**src/rtl/multiplier_pkg.sv**
```systemverilog
// ============================================================================
//  Module      : multiplier_pkg
//  Description : Shared types and constants for the sequential shift-add
//                multiplier: FSM state encoding, default operand widths and
//                the iteration-counter width helper.
//  Revision    : 1.0 - initial release
// ============================================================================
`default_nettype none

package multiplier_pkg;

    // Default operand widths (multiplicand M, multiplier N)
    localparam int M_DEFAULT = 26;
    localparam int N_DEFAULT = 14;

    // Two-state controller: waiting for a start, or iterating
    typedef enum logic [0:0] {
        IDLE = 1'b0,
        BUSY = 1'b1
    } state_t;

    // Counter must index 0..N-1; keep at least one bit when N == 1
    function automatic int cnt_width(input int n);
        return (n > 1) ? $clog2(n) : 1;
    endfunction

endpackage : multiplier_pkg

`default_nettype wire

```
**src/rtl/multiplier.sv**
```systemverilog
// ============================================================================
//  Module      : multiplier
//  Description : Unsigned M x N sequential shift-add multiplier, one
//                multiplier bit per clock. Start/keep-running via level 'en';
//                dropping 'en' while busy aborts without touching 'product'.
//                Optional macro EARLY_TERM_EN finishes as soon as the
//                remaining multiplier bits are all zero.
//  Revision    : 1.0 - initial release
// ============================================================================
`default_nettype none

module multiplier
    import multiplier_pkg::*;
#(
    parameter int M = M_DEFAULT,
    parameter int N = N_DEFAULT
) (
    input  logic           clk,
    input  logic           rst,
    input  logic           en,
    input  logic [M-1:0]   multi1,
    input  logic [N-1:0]   multi2,
    output logic [M+N-1:0] product,
    output logic           done
);

    localparam int               CNT_W    = cnt_width(N);
    localparam logic [CNT_W-1:0] LAST_CNT = CNT_W'(N - 1);

    state_t           state_q;
    logic [M+N-1:0]   acc_q;
    logic [M+N-1:0]   a_sh_q;
    logic [N-1:0]     b_sh_q;
    logic [CNT_W-1:0] cnt_q;
    logic [M+N-1:0]   product_q;
    logic             done_q;

    logic [M+N-1:0]   partial_d;
    logic [M+N-1:0]   acc_d;
    logic [M+N-1:0]   a_sh_d;
    logic [N-1:0]     b_sh_d;
    logic             last_d;

    // One iteration of the shift-add step plus the "this is the final edge" test
    always_comb begin
        partial_d = b_sh_q[0] ? a_sh_q : '0;
        acc_d     = acc_q + partial_d;
        a_sh_d    = a_sh_q << 1;
        b_sh_d    = b_sh_q >> 1;
        last_d    = (cnt_q == LAST_CNT);
`ifdef EARLY_TERM_EN
        // Nothing left to add once the unconsumed multiplier bits are zero
        last_d    = last_d || (b_sh_d == '0);
`else
`endif
    end

    // Controller and datapath: load on start, iterate while en, publish on last step
    always_ff @(posedge clk or posedge rst) begin
        if (rst) begin
            state_q   <= IDLE;
            acc_q     <= '0;
            a_sh_q    <= '0;
            b_sh_q    <= '0;
            cnt_q     <= '0;
            product_q <= '0;
            done_q    <= 1'b0;
        end else begin
            done_q <= 1'b0;
            case (state_q)
                IDLE: begin
                    if (en) begin
                        a_sh_q  <= {{N{1'b0}}, multi1};
                        b_sh_q  <= multi2;
                        acc_q   <= '0;
                        cnt_q   <= '0;
                        state_q <= BUSY;
                    end
                end
                BUSY: begin
                    if (!en) begin
                        // Abort: partial accumulator is simply abandoned
                        state_q <= IDLE;
                    end else begin
                        acc_q  <= acc_d;
                        a_sh_q <= a_sh_d;
                        b_sh_q <= b_sh_d;
                        cnt_q  <= cnt_q + CNT_W'(1);
                        if (last_d) begin
                            product_q <= acc_d;
                            done_q    <= 1'b1;
                            state_q   <= IDLE;
                        end
                    end
                end
                default: state_q <= IDLE;
            endcase
        end
    end

    assign product = product_q;
    assign done    = done_q;

endmodule : multiplier

`default_nettype wire

```
**config.mk**
```make
export PLATFORM = sky130hd
export DESIGN_NAME = multiplier
export DESIGN_NICKNAME = d
export VERILOG_FILES = /design/src/rtl/multiplier_pkg.sv /design/src/rtl/multiplier.sv
export SDC_FILE = /design/constraint.sdc
export NUM_CORES = 1
export LEC_CHECK = 0
export ABC_AREA = 1
export CAP_MARGIN = 20
export CORE_ASPECT_RATIO = 0.6
export CORE_MARGIN = 10
export CORE_UTILIZATION = 40
export CTS_BUF_LIST = sky130_fd_sc_hd__clkbuf_8
export CTS_CLUSTER_DIAMETER = 30
export DETAILED_ROUTE_END_ITERATION = 7
export HOLD_SLACK_MARGIN = 0.02
export SLEW_MARGIN = 20
export SYNTH_ARGS = -nofsm -noshare
export SYNTH_HDL_FRONTEND = slang
export SYNTH_SLANG_ARGS = --single-unit
```
**constraint.sdc**
```tcl
create_clock -name clk -period 5 [get_ports clk]
set_input_delay 1 -clock clk [delete_from_list [all_inputs] [get_ports clk]]
set_output_delay 1 -clock clk [all_outputs]
set_load 0.03 [all_outputs]
```
==> impl_metrics.csv, run 1 <==
group,metric,value,unit
yosys,synth_ff_type,"dfrtp_1",
power_and_ir_drop,power,2.814,mW
timing,slew_headroom,0.2930,
final_layout,final_area,10120,um2
worst_setup_path,endpoint_kind,"register",
drt,dr.pass1.iters,6,
power_and_ir_drop,power_frac_comb,0.218,
yosys,synth.avg_cell_area,6.907,um2
power_and_ir_drop,p_sw,0.9480,mW
yosys,yosys.area.top_type,"dfrtp_1",
clocking,htreeDepth,4,
drt,wl,25050,um
final_layout,fillers,2182,
worst_setup_path,cp_data_required_time,5.39,ns
yosys,synthCells,1251,
clocking,cts-buffers-inserted,17,
yosys,synthAdderAreaFrac,0.06169,
drt,vias,7890,
placement,gp_congestion,0.9896,
worst_setup_path,crit_arrival,3.86,ns
yosys,synth_xor_area_frac,0.01723,
power_and_ir_drop,pwr_density_cell,278.1,nW/um2
timing,finalHoldViolCount,0,
flow_run,cap_violations,0,
clocking,clock-root-buffer,"clkbuf_8",
clocking,hold_buffers,0,
clocking,post_cts_resized,0,
worst_setup_path,cp_num_cells,6,
power_and_ir_drop,p_int,1.866,mW
floorplanning,pin_count,84,
global_routing,grt_pass1_wl,40430,um
floorplanning,die_y,133.8,um
power_and_ir_drop,clkPwrFrac,0.310,
clocking,cts_buffer_depth,2,
timing,worst_pin_slew,1.059,ns
yosys,synth_top_area_share,0.4054,
worst_setup_path,crit_family,"buffers and inverters",
placement,hpwl,18990,um
global_routing,grt_overflow_total,0,
power_and_ir_drop,ir_worst_vdd,0.0001774,V
yosys,synth_cell_types,31,
worst_setup_path,crit_chain,"buf_2 -> clkinv_2 -> nor2_2 -> buf_4 -> nand2_1 -> o21ai_0",
worst_setup_path,critPathKind,"input pin to register",
yosys,synth_area,8641,um2
power_and_ir_drop,p_leak,5.733,nW
floorplanning,rows,41,
worst_hold_path,holdPathStages,2,
final_layout,antenna_cells,0,
power_and_ir_drop,swShare,0.3368,
timing,fin_skew,0.01314,ns
timing,rsz0062_at_grt,"no",
clocking,path_clk_slew,0.08,ns
drt,vias_per_cell,4.873,
timing,fin_setup_tns,0,ns
timing,drv_slew,0,
power_and_ir_drop,power_frac_seq,0.473,
worst_setup_path,startpoint_type,"input pin",
worst_hold_path,hold_path.class,"register to register",
floorplanning,start_util,0.4088,
yosys,yosys.area_share.simple,0.3242,
final_layout,syn_to_final_growth,17.13,%
yosys,synth_most_common_cell,"nand2_1",
clocking,tritoncts,"done",
yosys,syn_nets,1336,
placement,portBuffers,83,
yosys,synth_warnings,0,
global_routing,grt_max_degree,85,
global_routing,grt_pass1_vias,7448,
timing,fin_hold_ws,0.4751,ns
clocking,postCtsSetupRepairBufs,0,
drt,drt_iter0_drc,651,
final_layout,fin_nets,1412,
yosys,synth_common_cells,"nand2_1 (516), inv_1 (211), dfrtp_1 (140), nand3_1 (81), nor2_1 (68)",
yosys,synth_area_leaders,"dfrtp_1 (41%), nand2_1 (22%), inv_1 (9.2%)",
worst_setup_path,cp-startpoint,"en",
timing,min_period,3.469,ns
final_layout,drive_above_1_share,0.04254,
yosys,synth_edf_count,0,
worst_setup_path,worst_r2r_path_depth,17,
yosys,synth_top_family_by_area,"simple AND/OR/NAND/NOR gates",
worst_setup_path,critical_path.max_fanout,54,
floorplanning,design.core.area,21140,um2
yosys,synth_compound_area_frac,0.08210,
placement,place_area,9761,um2
yosys,seq_area_frac_synth,0.4054,
outcome,status,"complete, no violations",
floorplanning,die_x,209.7,um
yosys,synth_seq_cells,140,
worst_setup_path,crit_slowest_cell,"nor2_2",
timing,fmax,288.3,MHz
drt,wl_per_cell,15.47,um
global_routing,antenna_found_initial,0,
drt,drcViolationCount,0,
drt,final_antenna_net_count,0,
timing,setup_viol,0,
floorplanning,die_area,28070,um2
global_routing,grt.total_usage,0.1804,
clocking,clock_sinks,140,
worst_setup_path,max_stage_delay,1.13,ns
yosys,ys_async_sr_fraction,1.000,
worst_setup_path,worstReg2RegStart,"b_sh_q[0]$_DFFE_PP0P_",
yosys,yosys-mux-area-fraction,0,
timing,finalCritPeriodShare,0.6937,
worst_hold_path,hp-start,"product[0]$_DFFE_PP0P_",
clocking,insertion_delay,0.48,ns
final_layout,postLayoutCoreUtil,0.4789,
worst_setup_path,worst-path-buf-inv,3,
## cells in the final DEF, fill, tap and decap left out, types with 5 or more instances in the layout
cell type,n
nand3_1,81
nand2_1,516
dfrtp_1,140
o221ai_1,25
ha_1,41
a22o_1,10
nor2_2,5
nand3b_1,8
xor2_1,11
nor3_1,6
clkdlybuf4s50_1,82
xnor2_1,6
buf_4,10
inv_1,211
nor2_1,66
o22ai_1,15
o21ai_0,15
clkinv_2,6
nand3_2,5
a21oi_1,37
clkbuf_8,17
## state kept, by name, summed over array words and instances (netlist names)
register	count
a_sh_q	40
b_sh_q	14
product	40
acc_q	40
cnt_q	4
state_q	1
done	1
## logic make-up (layout without fill, tap and decap cells)
logic type / count (synthesis) / in the layout
compound gates: 109 / 109
fa+ha+maj: 42 / 42
flops: 140 / 140
simple gates: 694 / 694
xor+xnor: 17 / 17
buf+inv: 249 / 338
## per-layer routing
metal	wire [um]	vias up	GRT usage
met3	1944	22	0.05101
met5	0	-	0
met2	10170	218	0.2528
li1	-	4033	-
met1	12660	3617	0.2647
met4	263	0	0.04258
## power groups by stage
| stage | logic [mW] | clock network (mW) | registers, mW |
|---|---|---|---|
| after floorplan | 0.446 | 0 | 1.32 |
| after CTS | 0.614 | 0.895 | 1.33 |
| after global routing | 0.697 | 0.945 | 1.35 |
| after detailed placement | 0.612 | 0 | 1.35 |
| final | 0.613 | 0.871 | 1.33 |
| after global placement | 0.604 | 0 | 1.35 |
## final timing paths
kind                                           end  slack [ns]
max                          a_sh_q[0]$_DFFE_PP0P_        1.53
min                         product[0]$_DFFE_PP0P_        0.48
max reg2reg                product[32]$_DFFE_PP0P_        1.84
min reg2reg                 product[0]$_DFFE_PP0P_        0.48
max in group asynchronous  product[21]$_DFFE_PP0P_        3.04
min in group asynchronous    acc_q[37]$_DFFE_PP0P_        1.05
## cell type report
type	count	area, um2	area share
clock buffers	17	234.0	0.02312
repair buffers	93	900.9	0.08901
multi-input cells	862	4203	0.4153
inverters	213	805.8	0.07961
flip-flops and latches	140	3503	0.3461
well taps	279	349.1	0.03449
clock inverters	15	125.1	0.01236
## worst min-delay path, cell delays in order, from the launching register on
cell,delay [ns]
dfrtp_1,0.35
nand2_1,0.05
nand2_1,0.05
## through the flow
step           instances  setup slack (ns)
2_1_floorplan       1251            0.2471
3_3_place_gp        1587             1.512
3_5_place_dp        1587             1.465
4_1_cts             1619             1.854
6_report            1619             1.531
5_1_grt             1619             1.234
Note: power is estimated with default switching activity, not from simulation.
==> run 2, diff against run 1 <==
clock period = 3.54 ns   (was 5 ns; I/O delays follow)
==> run 2 against run 1 <==
Global-route usage is 0.56 points higher. Critical path depth increased by 12. Clock skew increased by 0.0018 ns. Power up 52%. First-iteration DRC count grew 12%. Sequential cell count stayed put. Register-to-register slack worse by 0.94 ns. Clock power grew 76%. Die area unchanged. Critical path type is now register to register. Critical endpoint is now product[24]$_DFFE_PP0P_. Largest power group unchanged.
==> impl_metrics.csv, run 2 (synthesis gave the netlist of run 1 again) <==
group,metric,value,unit
clocking,cts_buffer_depth,2,
final_layout,final_area,10250,um2
timing,fin_setup_tns,0,ns
timing,setup_viol,0,
global_routing,grt_pass1_vias,7594,
power_and_ir_drop,p_leak,5.781,nW
worst_setup_path,critPathKind,"register to register",
timing,finalHoldViolCount,0,
floorplanning,pin_count,84,
placement,place_area,9792,um2
global_routing,grt_overflow_total,0,
worst_setup_path,critical_path.max_fanout,15,
global_routing,grt_pass1_wl,41610,um
floorplanning,die_x,209.7,um
final_layout,syn_to_final_growth,18.58,%
drt,wl_per_cell,15.69,um
drt,final_antenna_net_count,0,
timing,slew_headroom,0.3945,
power_and_ir_drop,power,4.287,mW
clocking,postCtsSetupRepairBufs,0,
clocking,post_cts_resized,0,
clocking,insertion_delay,0.48,ns
drt,wl,25420,um
worst_setup_path,startpoint_type,"register",
floorplanning,start_util,0.4088,
flow_run,cap_violations,0,
drt,vias,7988,
final_layout,fin_nets,1413,
power_and_ir_drop,pwr_density_cell,418.4,nW/um2
worst_setup_path,crit_arrival,3.01,ns
clocking,cts-buffers-inserted,17,
final_layout,final_cell_mix,"nand2_1 (516), inv_1 (210), dfrtp_1 (140)",
final_layout,drive_above_1_share,0.04400,
final_layout,postLayoutCoreUtil,0.4848,
clocking,hold_buffers,0,
timing,min_period,2.643,ns
drt,dr.pass1.iters,5,
worst_setup_path,endpoint_kind,"register",
floorplanning,rows,41,
clocking,tritoncts,"done",
worst_setup_path,r2r_slack,0.90,ns
placement,gp_congestion,0.9493,
timing,fin_skew,0.01491,ns
outcome,status,"complete, no violations",
clocking,htreeDepth,4,
drt,drcViolationCount,0,
drt,vias_per_cell,4.931,
placement,portBuffers,83,
worst_hold_path,hold_path.class,"register to register",
timing,fmax,378.4,MHz
floorplanning,die_area,28070,um2
floorplanning,design.core.area,21140,um2
clocking,clock_sinks,140,
global_routing,grt_max_degree,141,
placement,hpwl,19080,um
clocking,clock-root-buffer,"clkbuf_8",
final_layout,antenna_cells,0,
final_layout,final_common_cell,"nand2_1",
global_routing,antenna_found_initial,0,
floorplanning,die_y,133.8,um
timing,finalCritPeriodShare,0.7465,
timing,worst_pin_slew,0.9072,ns
timing,rsz0062_at_grt,"no",
timing,drv_slew,0,
clocking,path_clk_slew,0.09,ns
drt,drt_iter0_drc,729,
power_and_ir_drop,ir_worst_vdd,0.0003286,V
worst_setup_path,cp_data_required_time,3.91,ns
global_routing,grt.total_usage,0.1860,
==> run 2: path summary, 6_finish.rpt <==
| check | cells past startpoint | startpoint | to |
|---|---|---|---|
| worst max-delay path | 18 | b_sh_q[0]$_DFFE_PP0P_ | product[24]$_DFFE_PP0P_ |
| worst min-delay path | 2 | product[0]$_DFFE_PP0P_ | product[0]$_DFFE_PP0P_ |
| worst max register to register | 18 | b_sh_q[0]$_DFFE_PP0P_ | product[24]$_DFFE_PP0P_ |
| worst min register to register | 2 | product[0]$_DFFE_PP0P_ | product[0]$_DFFE_PP0P_ |
| max in group asynchronous | 3 | rst | acc_q[33]$_DFFE_PP0P_ |
| min in group asynchronous | 3 | rst | acc_q[2]$_DFFE_PP0P_ |
==> run 2: worst max-delay path: stages (launching register included) <==
cell	delay, ns
dfrtp_1	0.35
buf_4	0.21
nand2_1	0.08
inv_1	0.06
ha_1	0.22
inv_1	0.07
fa_1	0.40
inv_1	0.13
nand3_1	0.08
nand3_1	0.15
nand2_1	0.07
nand2_1	0.13
nand3_1	0.08
nand2_1	0.16
nand2_1	0.09
nand2_1	0.07
nand2_1	0.06
nand3_1	0.08
nand2_1	0.05
==> run 2: report_power, final <==
group,leakage [nW],internal [mW],switching (mW)
logic,3.68,0.329,0.563
clock network,0.219,0.803,0.722
registers,1.88,1.76,0.110
total,5.78,2.89,1.40
==> run 2: stage by stage <==
step | instances | hold slack (ns) | setup WS (ns)
3_3_place_gp | 1588 | 0.4582 | 0.9940
3_5_place_dp | 1588 | 0.4653 | 0.9321
5_1_grt | 1620 | 0.5046 | 0.6213
4_1_cts | 1620 | 0.4874 | 0.9214
6_report | 1620 | 0.4780 | 0.8974
2_1_floorplan | 1251 | 0.4534 | 1.083
==> run 2: cell type report <==
class	instances	area [um2]
fillers	2182	10890
flip-flops and latches	140	3503
well taps	279	349.1
clock inverters	14	206.4
inverters	213	803.3
repair buffers	94	933.4
multi-input cells	862	4203
clock buffers	18	247.7
==> run 2: routing by layer <==
metal / global-route usage / vias up / wire (um)
li1: - / 4039 / -
met1: 0.2799 / 3712 / 13360
met2: 0.2552 / 216 / 9984
met3: 0.04799 / 21 / 1814
met4: 0.04497 / 0 / 260
met5: 0 / - / 0
